$ cat config.mk
export PLATFORM = sky130hd
export DESIGN_NAME = uart_rx_bit_timer
export DESIGN_NICKNAME = d
export VERILOG_FILES = /design/src/rtl/uart_rx_pkg.sv /design/src/rtl/uart_rx_edge_ctr.sv /design/src/rtl/uart_rx_bit_timer.sv
export SDC_FILE = /design/constraint.sdc
export NUM_CORES = 1
export LEC_CHECK = 0
export ABC_AREA = 1
export CAP_MARGIN = 20
export CORE_MARGIN = 5
export CORE_UTILIZATION = 50
export CTS_CLUSTER_DIAMETER = 50
export DETAILED_ROUTE_END_ITERATION = 7
export PLACE_DENSITY_LB_ADDON = 0.2
export SLEW_MARGIN = 5
export SYNTH_ARGS = -nofsm -noshare
export SYNTH_HDL_FRONTEND = slang
export SYNTH_SLANG_ARGS = --single-unit
$ cat constraint.sdc
create_clock -name CLK -period 2.5 [get_ports CLK]
set_clock_uncertainty 0.05 [all_clocks]
set_input_delay 0.25 -clock CLK [delete_from_list [all_inputs] [get_ports CLK]]
set_output_delay 0.25 -clock CLK [all_outputs]
set_load 0.03 [all_outputs]
$ cat src/rtl/uart_rx_pkg.sv
// UART RX bit timer shared types and helpers.
// State encoding, prescale legality and frame-length arithmetic.
package uart_rx_pkg;

    typedef enum logic [1:0] {
        IDLE,
        RUN,
        DONE,
        ERR
    } rx_state_e;

    localparam int unsigned PRESCALE_MIN = 8;

    // Power of two inside PRESCALE_MIN..max.
    function automatic logic prescale_legal(
        input int unsigned value,
        input int unsigned max
    );
        return (value >= PRESCALE_MIN) && (value <= max) &&
               ((value & (value - 1)) == 0);
    endfunction

    // Start + data + optional parity + stop.
    function automatic int unsigned frame_len(
        input int unsigned dw,
        input logic        par
    );
        return 2 + dw + 32'(par);
    endfunction

endpackage

$ cat src/rtl/uart_rx_edge_ctr.sv
// Oversampling edge counter: wraps to 0 after term.
// Clear has priority over enable; tc flags the terminal value.
module uart_rx_edge_ctr #(
    parameter int EW = 5
) (
    input  logic          CLK,
    input  logic          RST,
    input  logic          clr,
    input  logic          en,
    input  logic [EW-1:0] term,
    output logic [EW-1:0] cnt,
    output logic          tc
);

    logic [EW-1:0] cnt_q;
    logic [EW-1:0] cnt_d;

    assign tc  = (cnt_q == term);
    assign cnt = cnt_q;

    // Next count: clear, wrap at terminal, or step.
    always_comb begin
        cnt_d = cnt_q;
        if (clr) begin
            cnt_d = '0;
        end else if (en) begin
            cnt_d = tc ? '0 : cnt_q + EW'(1);
        end
    end

    // Counter register.
    always_ff @(posedge CLK or negedge RST) begin
        if (!RST) begin
            cnt_q <= '0;
        end else begin
            cnt_q <= cnt_d;
        end
    end

endmodule

$ cat src/rtl/uart_rx_bit_timer.sv
// UART RX edge/bit timer with saturating end of frame.
// Define UART_RX_MAJORITY_EN for a 3-edge sample window and sample_last.
module uart_rx_bit_timer
    import uart_rx_pkg::*;
#(
    parameter  int PRESCALE_MAX = 32,
    parameter  int DATA_WIDTH   = 8,
    localparam int EW           = $clog2(PRESCALE_MAX),
    localparam int BW           = $clog2(DATA_WIDTH + 3)
) (
    input  logic          CLK,
    input  logic          RST,
    input  logic          cnt_en,
    input  logic [EW:0]   prescale,
    input  logic          par_en,
    output logic [EW-1:0] edge_cnt,
    output logic [BW-1:0] bit_cnt,
    output logic          sample_strb,
    output logic          bit_done,
    output logic          frame_done,
    output logic          cfg_err
`ifdef UART_RX_MAJORITY_EN
   ,output logic          sample_last
`endif
);

    rx_state_e     state_q, state_d;
    logic [EW:0]   prescale_q, prescale_d;
    logic          par_q, par_d;
    logic [BW-1:0] bit_cnt_q, bit_cnt_d;
    logic          cfg_err_q, cfg_err_d;

    logic          legal;
    logic          run;
    logic          last_bit;
    logic          ctr_en;
    logic          tc;
    logic [EW-1:0] term;
    logic [EW-1:0] half;

    assign legal    = prescale_legal(32'(prescale_q), 32'(PRESCALE_MAX));
    assign run      = (state_q == RUN);
    assign term     = EW'(prescale_q - (EW+1)'(1));
    assign half     = prescale_q[EW:1];
    assign last_bit = (bit_cnt_q == BW'(frame_len(DATA_WIDTH, par_q) - 1));

    // The first enabled edge in IDLE already counts as edge 1.
    assign ctr_en = cnt_en && (run || (state_q == IDLE && legal));

    uart_rx_edge_ctr #(
        .EW (EW)
    ) u_edge_ctr (
        .CLK  (CLK),
        .RST  (RST),
        .clr  (!ctr_en),
        .en   (ctr_en),
        .term (term),
        .cnt  (edge_cnt),
        .tc   (tc)
    );

    assign bit_done   = run && tc;
    assign frame_done = bit_done && last_bit;
    assign bit_cnt    = bit_cnt_q;
    assign cfg_err    = cfg_err_q;

`ifdef UART_RX_MAJORITY_EN
    assign sample_strb = run && (edge_cnt == half - EW'(1) ||
                                 edge_cnt == half ||
                                 edge_cnt == half + EW'(1));
    assign sample_last = run && (edge_cnt == half + EW'(1));
`else
    assign sample_strb = run && (edge_cnt == half);
`endif

    // Next state, bit counter, error flag and config capture.
    always_comb begin
        state_d    = state_q;
        bit_cnt_d  = bit_cnt_q;
        cfg_err_d  = cfg_err_q;
        prescale_d = prescale_q;
        par_d      = par_q;
        if (state_q == IDLE) begin
            prescale_d = prescale;
            par_d      = par_en;
        end
        if (!cnt_en) begin
            state_d   = IDLE;
            bit_cnt_d = '0;
            cfg_err_d = 1'b0;
        end else begin
            unique case (state_q)
                IDLE: begin
                    state_d   = legal ? RUN : ERR;
                    cfg_err_d = !legal;
                    bit_cnt_d = '0;
                end
                RUN: begin
                    if (frame_done) begin
                        state_d   = DONE;
                        bit_cnt_d = '0;
                    end else if (bit_done) begin
                        bit_cnt_d = bit_cnt_q + BW'(1);
                    end
                end
                DONE: begin
                    bit_cnt_d = '0;
                end
                ERR: begin
                    cfg_err_d = 1'b1;
                end
                default: begin
                    state_d = IDLE;
                end
            endcase
        end
    end

    // State and configuration registers.
    always_ff @(posedge CLK or negedge RST) begin
        if (!RST) begin
            state_q    <= IDLE;
            prescale_q <= (EW+1)'(PRESCALE_MIN);
            par_q      <= 1'b0;
            bit_cnt_q  <= '0;
            cfg_err_q  <= 1'b0;
        end else begin
            state_q    <= state_d;
            prescale_q <= prescale_d;
            par_q      <= par_d;
            bit_cnt_q  <= bit_cnt_d;
            cfg_err_q  <= cfg_err_d;
        end
    end

endmodule
==> run_results.csv <==
group,metric,value,unit
run_status,status,"completed",
pwr,comb_power_share,59.2,%
global_route,grt_max_degree,20,
worst_setup_path,arrival,2.14,ns
synth,synth_top_cell_by_area,"dfrtp_1",
die,die_y,58.8,µm
pwr,p_clk_share,10.0,%
synth,ys_warn_count,0,
finish,fin_nets,206,
synth,ys_ff_latch,19,
placed_design,io_buffers,22,
detailed_routing,drc,0,
clock_network,clk_pin_slew,0.11,ns
hold_path,hp-class,"input pin to async pin",
finish,drive_above_1_share,17.6,%
detailed_routing,drt-vias-per-instance,5.20,
sta,timing.fmax,409,MHz
synth,synth_edf_count,0,
synth,syn_area_per_cell,7.68,µm²
placed_design,place.gp.congestion,0.871,
die,die-area,3460,µm²
detailed_routing,via_count,1123,
finish,syn_to_final_growth,32.1,%
finish,diodes,0,
synth,synthCells,155,
detailed_routing,drt_pass1_iterations,4,
synth,yosysSeqAreaShare,40.0,%
detailed_routing,drtIter0Drc,29,
sta,finalHoldViolCount,0,
sta,setup_ws,0.0565,ns
finish,fill_cells,174,
die,rows,17,
clock_network,h-tree-depth,1,
worst_setup_path,end_kind,"primary output",
pwr,ir_worst_vdd,0.659,mV
clock_network,cts-buffers-inserted,3,
worst_setup_path,critPathMaxFanout,4,
synth,synth_top_area_share,37.8,%
synth,synthTopCellsByCount,"31 x nand2_1, 23 x inv_1, 18 x dfrtp_1, 17 x nor2_1, 15 x nand3_1",
die,core,2230,µm²
global_route,grt_overflow,0,
synth,synth_most_common_cell,"nand2_1",
synth,yosysUniqueCellTypes,28,
worst_setup_path,startpoint_type,"flop",
detailed_routing,totalWireLength,2860,µm
pwr,power.total,1.54,mW
synth,synthTopCellsByArea,"dfrtp_1 38%, nand2_1 9.8%, ha_1 7.4%",
finish,finalNonFillerCells,216,
pwr,seqPwrFrac,30.9,%
global_route,grt_pass1_wl,4510,µm
die,io_pins,23,
placed_design,dp.cells,203,
placed_design,dp_hpwl,2000,µm
pwr,internal_power,0.846,mW
sta,slew_headroom,43.7,%
worst_setup_path,crit_buf_inv,4,
global_route,grtUsageTotal,16.9,%
worst_setup_path,r2r_slack,0.37,ns
worst_setup_path,cp.required,2.20,ns
die,initial_core_util,53.3,%
pwr,power_density,980,nW/µm²
synth,synth_flop_cell,"dfrtp_1",
global_route,grt_pass1_vias,1074,
synth,syn_area,1190,µm²
worst_setup_path,slowest_delay,0.46,ns
detailed_routing,postRouteAntennaNets,0,
clock_network,cts_buffer_depth,2,
worst_setup_path,worstSetupPathType,"flop to primary output",
global_route,antenna_found_initial,0,
sta,worst_pin_slew,0.841,ns
placed_design,place_ws,0.228,ns
worst_setup_path,crit_family,"simple AND/OR/NAND/NOR gates",
die,die_x,58.8,µm
finish,final-seq-area,478,µm²
finish,multi_input_area,648,µm²
detailed_routing,wl_per_cell,13.3,µm
sta,final.period_utilization,97.7,%
pwr,sw_frac_of_total,45.1,%
synth,synth_fp_nets,172,
job,drv_cap,0,
sta,fin_crit,2.44,ns
sta,setup-violations-final,0,
synth,async_reset_ff_share,100,%
pwr,leakagePower,0.782,nW
pwr,p_switching,0.696,mW
worst_setup_path,crit_path_top_delay_cell,"dfrtp_2",
clock_network,clk_latency,0.29,ns
clock_network,tritoncts,"built",
clock_network,cts-root-buf,"clkbuf_4",
worst_setup_path,critical_path.cell_chain,"inv_2, nand3_1, ha_1, nand2_1, inv_1, nor2_1, nand2_1, nor2_4, nand3_4, inv_2, buf_6",
clock_network,cts_sinks,19,
sta,slew_violations,0,
[logic make-up (layout without fill, tap and decap cells)]
logic type	after synthesis	count (layout)	synth area share, %
and+or+nand+nor	74	74	28.6
buffers and inverters	27	60	8.72
DFF	19	19	40.0
adders and majority gates	7	7	7.35
xor gates and xnor gates	7	7	5.15
AOI/OAI and AO/OA	20	20	9.24
muxes	1	1	0.945
[final cells by class]
| class | instances | share of cell area [%] |
|---|---|---|
| Tap cell | 28 | 2.23 |
| Sequential cell | 19 | 30.4 |
| Multi-Input combinational cell | 109 | 41.2 |
| Inverter | 24 | 5.72 |
| Timing Repair Buffer | 32 | 18.8 |
| Clock buffer | 4 | 1.67 |
[worst paths after layout]
path / from / end / depth (start not counted)
max: prescale_q[2]$_DFFE_PN0P_ / frame_done / 11
max in group asynchronous: RST / prescale_q[2]$_DFFE_PN0P_ / 1
min in group CLK: prescale[3] / prescale_q[3]$_DFFE_PN1P_ / 3
min reg2reg: cfg_err$_DFFE_PN0P_ / cfg_err$_DFFE_PN0P_ / 1
min: RST / prescale_q[5]$_DFFE_PN0P_ / 1
max reg2reg: prescale_q[0]$_DFFE_PN0P_ / bit_cnt[3]$_DFFE_PN0P_ / 13
[registers in the layout (all words and copies together) (netlist names)]
name            cells
prescale_q          6
cfg_err             1
u_edge_ctr.cnt      5
bit_cnt             4
par_q               1
state_q             2
[metrics by stage]
step | cell area, µm² | util [%] | setup TNS, ns | hold WS, ns
final | 1570 | 70.5 | 0 | 0.375
after global routing | 1570 | 70.5 | -0.149 | 0.439
after CTS | 1500 | 67.0 | 0 | 0.413
after detailed placement | 1440 | 64.3 | 0 | 0.491
after global placement | 1440 | 64.3 | 0 | 0.478
after floorplan | 1190 | - | 0 | -0.0956
[placed cells by master, fill, tap and decap left out, drive strengths merged, types with 2 or more instances in the layout]
cell type	count
nand2	33
xor2	5
inv	24
dfrtp	18
clkbuf	4
nor3	4
o21ai	12
ha	7
a21oi	5
xnor2	2
nor2	19
clkdlybuf4s50	19
buf	12
nand3	16
[layer usage]
layer  track usage (%)  wire (µm)  vias up
met1              22.0       1290      527
met4              6.47         32        0
met2              28.2       1450       29
met3              2.19         85        4
li1                  -          -      563
met5                 0          0        -
[power groups by stage]
stage                     Clock [mW]  Combinational [mW]  Sequential [mW]
after detailed placement           0               0.692            0.474
final                          0.154               0.912            0.476
after CTS                      0.158               0.751            0.464
after floorplan                    0               0.499            0.481
after global placement             0               0.672            0.470
after global routing           0.172                1.03            0.488
[repair_timing]
action / in CTS / in global routing
pin swaps: 1 / 1
resized for setup: 2 / 9
endpoints found under the hold margin: 0 / 0
buffers inserted: 3 / 6
hold buffers: 0 / 0
setup endpoints to repair: 2 / 3
Power figures use the tool's default switching activity.
